File: src/rtl/alu_nibble_sequencer_pkg.sv
// Shared definitions for the nibble-serial ALU sequencer: opcodes, FSM states
// and the opcode-to-ALU-control decode.
package alu_nibble_sequencer_pkg;

    localparam logic [2:0] OP_AND   = 3'd0;
    localparam logic [2:0] OP_OR    = 3'd1;
    localparam logic [2:0] OP_NOTB  = 3'd2;
    localparam logic [2:0] OP_ADD   = 3'd3;
    localparam logic [2:0] OP_SUB   = 3'd4;
    localparam logic [2:0] OP_INCA  = 3'd5;
    localparam logic [2:0] OP_NEGA  = 3'd6;
    localparam logic [2:0] OP_PASSA = 3'd7;

    typedef enum logic [1:0] {
        ST_IDLE = 2'd0,
        ST_RUN  = 2'd1,
        ST_DONE = 2'd2
    } state_e;

    typedef struct packed {
        logic inva;
        logic ena;
        logic enb;
        logic f1;
        logic f0;
        logic cin0;
        logic is_arith;
    } ctrl_t;

    // Field order: inva, ena, enb, f1, f0, first-pass cin, is_arith
    function automatic ctrl_t op_ctrl(input logic [2:0] op);
        ctrl_t c;
        case (op)
            OP_AND:   c = 7'b0110000;
            OP_OR:    c = 7'b0110100;
            OP_NOTB:  c = 7'b0111000;
            OP_ADD:   c = 7'b0111101;
            OP_SUB:   c = 7'b1111111;
            OP_INCA:  c = 7'b0101111;
            OP_NEGA:  c = 7'b1101111;
            OP_PASSA: c = 7'b0101101;
            default:  c = 7'b0000000;
        endcase
        return c;
    endfunction

endpackage

File: src/rtl/alu_nibble_sequencer.sv
// Drives an external NIB_W-bit ALU slice one nibble per cycle, LSB first,
// with a registered carry chain, and returns the assembled wide result.
module alu_nibble_sequencer
    import alu_nibble_sequencer_pkg::*;
#(
    parameter int  NIB_W  = 4,
    parameter int  N_PASS = 2,
    localparam int DATA_W = NIB_W * N_PASS
) (
    input  logic              clk_i,
    input  logic              rst_i,
    input  logic              req_valid_i,
    output logic              req_ready_o,
    input  logic [2:0]        req_op_i,
    input  logic [DATA_W-1:0] req_a_i,
    input  logic [DATA_W-1:0] req_b_i,
    output logic              rsp_valid_o,
    input  logic              rsp_ready_i,
    output logic [DATA_W-1:0] rsp_result_o,
    output logic              rsp_cout_o,
    output logic              rsp_zero_o,
    output logic [NIB_W-1:0]  alu_a_o,
    output logic [NIB_W-1:0]  alu_b_o,
    output logic              alu_inva_o,
    output logic              alu_ena_o,
    output logic              alu_enb_o,
    output logic              alu_f0_o,
    output logic              alu_f1_o,
    output logic              alu_cin_o,
    input  logic [NIB_W-1:0]  alu_result_i,
    input  logic              alu_cout_i
);

    localparam int               CNT_W    = (N_PASS > 1) ? $clog2(N_PASS) : 1;
    localparam logic [CNT_W-1:0] LAST_CNT = CNT_W'(N_PASS - 1);

    state_e            state_q, state_d;
    logic [2:0]        op_q, op_d;
    logic [DATA_W-1:0] a_q, a_d;
    logic [DATA_W-1:0] b_q, b_d;
    logic [DATA_W-1:0] res_q, res_d;
    logic [CNT_W-1:0]  cnt_q, cnt_d;
    logic              carry_q, carry_d;

    ctrl_t             ctrl_s;
    logic              run_s;

    // In IDLE the decode looks at the incoming opcode (for the first-pass
    // carry); otherwise it decodes the latched one.
    assign ctrl_s = op_ctrl((state_q == ST_IDLE) ? req_op_i : op_q);
    assign run_s  = (state_q == ST_RUN);

    // State and datapath registers with synchronous reset
    always_ff @(posedge clk_i) begin
        if (rst_i) begin
            state_q <= ST_IDLE;
            op_q    <= 3'd0;
            a_q     <= '0;
            b_q     <= '0;
            res_q   <= '0;
            cnt_q   <= '0;
            carry_q <= 1'b0;
        end else begin
            state_q <= state_d;
            op_q    <= op_d;
            a_q     <= a_d;
            b_q     <= b_d;
            res_q   <= res_d;
            cnt_q   <= cnt_d;
            carry_q <= carry_d;
        end
    end

    // Next-state logic: accept, per-nibble pass, response hold
    always_comb begin
        state_d = state_q;
        op_d    = op_q;
        a_d     = a_q;
        b_d     = b_q;
        res_d   = res_q;
        cnt_d   = cnt_q;
        carry_d = carry_q;
        case (state_q)
            ST_IDLE: begin
                if (req_valid_i) begin
                    op_d    = req_op_i;
                    a_d     = req_a_i;
                    b_d     = req_b_i;
                    res_d   = '0;
                    cnt_d   = '0;
                    carry_d = ctrl_s.cin0;
                    state_d = ST_RUN;
                end else begin
                    state_d = ST_IDLE;
                end
            end
            ST_RUN: begin
                res_d[cnt_q*NIB_W +: NIB_W] = alu_result_i;
                carry_d = alu_cout_i;
                if (cnt_q == LAST_CNT) begin
                    state_d = ST_DONE;
                end else begin
                    cnt_d = cnt_q + CNT_W'(1);
                end
            end
            ST_DONE: begin
                if (rsp_ready_i) begin
                    state_d = ST_IDLE;
                end else begin
                    state_d = ST_DONE;
                end
            end
            default: begin
                state_d = ST_IDLE;
            end
        endcase
    end

    assign req_ready_o  = (state_q == ST_IDLE);
    assign rsp_valid_o  = (state_q == ST_DONE);
    assign rsp_result_o = res_q;
    assign rsp_cout_o   = (state_q == ST_DONE) && ctrl_s.is_arith && carry_q;
    assign rsp_zero_o   = (res_q == '0);

    // ALU bus is quiet outside RUN so the slice sees all-zero controls
    assign alu_a_o    = run_s ? a_q[cnt_q*NIB_W +: NIB_W] : '0;
    assign alu_b_o    = run_s ? b_q[cnt_q*NIB_W +: NIB_W] : '0;
    assign alu_inva_o = run_s & ctrl_s.inva;
    assign alu_ena_o  = run_s & ctrl_s.ena;
    assign alu_enb_o  = run_s & ctrl_s.enb;
    assign alu_f0_o   = run_s & ctrl_s.f0;
    assign alu_f1_o   = run_s & ctrl_s.f1;
    assign alu_cin_o  = run_s & carry_q;

endmodule

File: config.mk
export PLATFORM = sky130hd
export DESIGN_NAME = alu_nibble_sequencer
export DESIGN_NICKNAME = d
export VERILOG_FILES = /design/src/rtl/alu_nibble_sequencer_pkg.sv /design/src/rtl/alu_nibble_sequencer.sv
export SDC_FILE = /design/constraint.sdc
export NUM_CORES = 1
export LEC_CHECK = 0
export ABC_AREA = 0
export ABC_CLOCK_PERIOD_IN_PS = 1200
export BUFFER_PORTS_ARGS = -buffer_cell sky130_fd_sc_hd__buf_2
export CORE_ASPECT_RATIO = 1.2
export CORE_MARGIN = 1
export CORE_UTILIZATION = 41
export CTS_CLUSTER_SIZE = 10
export DETAILED_ROUTE_END_ITERATION = 6
export PLACE_DENSITY = 0.72
export SLEW_MARGIN = 20
export SYNTH_ARGS = -nofsm -noshare
export SYNTH_HDL_FRONTEND = slang
export SYNTH_SLANG_ARGS = --single-unit
File: constraint.sdc
create_clock -name clk_i -period 1.2 [get_ports clk_i]
set_clock_uncertainty 0.05 [all_clocks]
set_input_delay 0.06 -clock clk_i [delete_from_list [all_inputs] [get_ports clk_i]]
set_output_delay 0.06 -clock clk_i [all_outputs]
set_load 0.02 [all_outputs]
# --- Yosys cells after proc, flatten, opt, wreduce, memory -nomap -nowiden ---
# Memory sizes are Yosys's and may differ from the RTL's.
# Index checks and enable logic that the tools add are counted.
op_classes:
  n_mux: 15
  addsub: 2
  multipliers: 0
  reduce_logical: 7
  n_eq_ne: 4
  shifts: 4
  bitwise: 6
  n_div: 0
  n_lt_le_gt_ge: 0
op_table:
  columns: ["cell", "count"]
  rows:
  - ["negation 3 -> 34 bit", 1]
  - ["variable shift 4 x 34 -> 8 bit (first input constant)", 1]
  - ["indexed part select 4 x 34 -> 8 bit", 1]
  - ["one-hot mux 8 bit (2 select lines)", 1]
  - ["indexed part select 8 x 4 -> 4 bit", 2]
  - ["bitwise mux 8 bit", 1]
  - ["logical NOT 8 bit", 1]
  - ["2-to-1 mux 4 bit", 2]
  - ["2-to-1 mux 8 bit", 1]
  - ["one-hot mux 2 bit (3 select lines)", 1]
  - ["AND 1 bit", 5]
  - ["2-to-1 mux 1 bit", 4]
  - ["2-to-1 mux 2 bit", 2]
  - ["inequality test 2 bit (second input constant)", 2]
  - ["one-hot mux 1 bit (2 select lines)", 2]
  - ["AND reduction 2 bit", 2]
  - ["2-to-1 mux 3 bit", 1]
  - ["== test 2 x 1 -> 1 bit (second input constant)", 1]
  - ["== test 2 bit (second input constant)", 1]
  - ["logical AND 1 bit", 2]
  - ["logical NOT 2 bit", 1]
  - ["nonzero test 2 bit", 1]
  - ["adder 1 bit (second input constant)", 1]
  - ["AND 1 bit (second input constant)", 1]
word_totals:
  latchBits: 0
  input_bits: 28
  mem_bits_rw: 0
  ff_bits: 31
  out_inout_bits: 26
  mem_bits_ro: 48
  mem_count: 1
  elab_cells: 46
mem_list:
  columns: ["name", "depth", "width", "rd", "rd_ports_with_merged_regs", "write_ports", "line", "text"]
  rows:
  - ["(name not given)", 8, 6, 1, 0, 0, "alu_nibble_sequencer_pkg.sv:33", "case (op)"]

# --- Longest topological paths before layout ---
# An unclocked memory read counts as a cell.
depth:
  ltp_word: 5
  mapped_depth: 5
  depth_no_buf: 4

# --- Worst setup path before layout ---
# OpenSTA, ideal clock, no wires.
synth_timing:
  path_kind: "register to output"
  start: "register state_q[1]"
  end: "output rsp_cout_o"
  t_required_ns: 1.090
  path_stages_with_launch: 5
  path_buffers: 1
  arrival_ns: 1.615
  setup_slack_ns: -0.525
  path_cell_list: "dfxtp_1 > buf_2 > nor2b_1 > nand2_1 > nor4_1"
synth_between:
  word_cells_on_any_way: 6
  cone_classes: "eq/ne (1); mux (1); reduce/logical (3); memory (1)"
synth_rtl:
  columns: ["item", "line", "text"]
  rows:
  - ["from (decl)", "alu_nibble_sequencer.sv:37", "state_e state_q, state_d;"]
  - ["from (signal assigned)", "alu_nibble_sequencer.sv:64", "state_q <= state_d;"]
  - ["== test 2 bit", null, null]
  - ["via rsp_valid_o", "alu_nibble_sequencer.sv:17", "output logic rsp_valid_o,"]
  - ["logical AND 1 bit (2 in a row)", "alu_nibble_sequencer.sv:122", "assign rsp_cout_o = (state_q == ST_DONE) && ctrl_s.is_arith && carry_q;"]
  - ["to (decl)", "alu_nibble_sequencer.sv:20", "output logic rsp_cout_o,"]
# The timed path passes the listed nets, and every way through them passes these cells.

# --- Worst setup path in the final report ---
layout_timing:
  start: "register state_q[0]"
  end: "output rsp_cout_o"
layout_between:
  elab_chain_cells: 5
  word_cells_on_any_way: 6
  cone_classes: "eq/ne (1); mux (1); reduce/logical (3); memory (1)"
layout_lines:
  columns: ["item", "line", "text"]
  rows:
  - ["logical NOT 2 bit", "alu_nibble_sequencer.sv:50", "assign ctrl_s = op_ctrl((state_q == ST_IDLE) ? req_op_i : op_q);"]
  - ["2-to-1 mux 3 bit", "alu_nibble_sequencer.sv:50", null]
  - ["memory (8 x 6 bit)", null, null]
  - ["logical AND 1 bit * (2 in a row)", "alu_nibble_sequencer.sv:122", null]
# Mark *: on every way between the ends. The rest lies on a longest branch, timed or not.

==> impl_metrics.json <==
{
  "yosys_warnings": 0,
  "routed-via-count": 1744,
  "setup_viol": 49,
  "yosysSeqAreaShare_pct": 46.1,
  "tightest_slew_ps": 431,
  "reg2reg_from": "state_q[1]",
  "track_usage_pct": 26.8,
  "synth.area.top_cells": "dfxtp_1 (46%), nand2_1 (14%), a21oi_1 (10%)",
  "ys_async_sr_fraction_pct": 0,
  "finalPower_w": 0.00293,
  "clock_latency_ps": 340,
  "first_iter_violations": 40,
  "root_buffer": "clkbuf_4",
  "finish.utilization_pct": 91.4,
  "start_util_pct": 43.7,
  "violations": "setup timing",
  "whs_path_depth": 2,
  "grt_pass1_wl_um": 6870,
  "r2r_cells": 5,
  "required_ps": 1090,
  "synthesis.area_mm2": 0.00135,
  "rsz0062_at_grt": "true",
  "synth_fp_nets": 203,
  "area_growth_pct": 109,
  "hpwlAfterDp_um": 2460,
  "whs_ps": 81.7,
  "status": "finished with violations",
  "final_nets": 306,
  "ir_drop_v": 0.00105,
  "wl_per_cell_um": 18.5,
  "synth_area_leader_cell": "dfxtp_1",
  "synth-adder-area-share_pct": 0,
  "antenna_found_initial": 0,
  "hp-start": "rst_i",
  "worstSetupEndpointType": "output port",
  "cts.sinks": 31,
  "rows": 22,
  "die_h_um": 64.8,
  "netlist.area_leader.share_pct": 46.1,
  "portBuffers": 53,
  "dr.pass1.iters": 4,
  "synth_seq_cells": 31,
  "min_period_ps": 1600,
  "drc": 0,
  "synth_cell_types": 26,
  "die_w_um": 54.3,
  "synth-simple-area-share_pct": 30.4,
  "synth-main-ff-cell": "dfxtp_1",
  "leakage_nw": 1.20,
  "drv_cap": 0,
  "setup_ws_ps": -396,
  "synth_compound_area_share_pct": 12.8,
  "startpoint_type": "flip-flop",
  "core-area_mm2": 0.00308,
  "r2r_slack_ps": -260,
  "crit_start": "state_q[0]",
  "cp_max_fo": 6,
  "hold_viol_final": 0,
  "grt_pass1_vias": 1628,
  "grt_max_degree": 19,
  "clockBufferDepth": 2,
  "fmax_mhz": 626,
  "clk_pin_slew_ps": 100,
  "post-place-cells": 274,
  "syn_inst": 175,
  "final_antenna_net_count": 0,
  "die_area_mm2": 0.00352,
  "worstHoldPathType": "primary input to flip-flop",
  "syn_avg_cell_area_um2": 7.70,
  "drive_gt1_share_pct": 67.4,
  "rr_endpoint": "rsp_result_o[6]",
  "power_density_mw_per_mm2": 1040,
  "synth_mux_area_share_pct": 5.94,
  "arrival_ps": 1490,
  "slew_viol_final": 0,
  "synth_top_family_by_area": "simple AND/OR/NAND/NOR gates",
  "diodes": 0,
  "h-tree-depth": 2,
  "overflow": 0,
  "fin_cells": 315,
  "synth_edf_count": 0,
  "relSlewSlack_pct": 71.3,
  "path_class": "flip-flop to output port",
  "cts_made_buffers": 5,
  "cts_tree": "done",
  "place.gp.congestion": 0.805,
  "viasPerCell": 5.54,
  "post-route-period-util_pct": 133,
  "ios": 54,
  "synth_xor_area_share_pct": 0,
  "wl_um": 5830,
  "min_delay_worst_endpoint": "rsp_result_o[1]"
}
[synth_stat cells, drive strengths merged, types with 2 or more instances]
| master | number |
|---|---|
| nor2 | 15 |
| nand3 | 9 |
| or4 | 2 |
| nand2b | 2 |
| clkbuf | 4 |
| a21oi | 29 |
| nor3 | 2 |
| dfxtp | 31 |
| mux2i | 8 |
| buf | 8 |
| o21ai | 2 |
| or3b | 2 |
| nor4 | 2 |
| nand2 | 49 |
| nor3b | 3 |
[registers in the layout, summed over array words and instances, names as in the netlist]
register      flops
a_q               8
rsp_result_o      8
op_q              3
cnt_q             1
state_q           2
carry_q           1
b_q               8
[stage by stage]
stage	area [um2]	setup slack [ps]	TNS [ps]
5_1_grt	2820	-431	-13330
6_report	2820	-396	-11570
3_3_place_gp	1860	-79.7	-1280
4_1_cts	2440	-363	-9350
3_5_place_dp	1860	-85.7	-1790
2_1_floorplan	1440	-68.1	-636
[repair_timing]
| item | in CTS | in global routing |
|---|---|---|
| setup endpoints to repair | 47 | 50 |
| gates cloned | 1 | 1 |
| hold endpoints to repair | 29 | 0 |
| hold buffers | 25 | 0 |
| buffers inserted | 5 | 5 |
| gates resized for setup | 59 | 96 |
| pin swaps | 12 | 39 |
[how the worst max path moves through the flow]
stage | endpoint | cells past startpoint
after floorplan | rsp_cout_o | 4
after global placement | rsp_cout_o | 5
after detailed placement | a_q[6] | 5
after CTS | rsp_cout_o | 5
after global routing | rsp_cout_o | 5
final | rsp_cout_o | 5
[cells by family after synthesis]
| family | count (synthesis) |
|---|---|
| AO/OA/AOI/OAI | 33 |
| flip-flops | 31 |
| buffers and inverters | 13 |
| AND/OR/NAND/NOR | 90 |
| multiplexers | 8 |
[area by class of cell]
cell class                      instances  area (um2)
Tap cell                               36        45.0
Multi-Input combinational cell        131        1110
Clock buffer                            6        51.3
Sequential cell                        31         634
Timing Repair Buffer                  108         938
Fill cell                             122         264
Clock inverter                          2        35.0
Inverter                                1        3.75
[placed cells by master (no fill, tap or decap), drive strengths merged]
cell type and instances:
or4 2, clkbuf 6, nor2b 1, clkinv 1
a31oi 1, a21oi 29, nand3 9, and3b 1
inv 1, nor3b 3, dlygate4sd3 25, nand2 49
nor3 2, o21a 1, dfxtp 31, bufinv 1
or3b 2, mux2i 8, nand3b 1, nor2 15
buf 83, nand2b 2, o21ai 2, and2 1
nor4 2
[report_power, final]
group / leakage, nW / internal, W / switching, W
sequential: 0.257 / 0.00109 / 0.0000680
combinational: 0.892 / 0.000446 / 0.000461
clock: 0.0482 / 0.000492 / 0.000374
[per-layer routing]
layer  routed length, um  GRT usage [%]
met1                2050           28.6
met2                3280           47.9
met3                 260           5.40
met4                 242           12.2
met5                   0              0
[worst max-delay path, stage by stage, from the launching register on]
cell and delay (ps):
dfxtp_2 350, buf_12 140, nor2b_4 130, nand2_2 80
nor4_4 260, buf_4 180
Note: power is estimated with default switching activity, not from simulation.
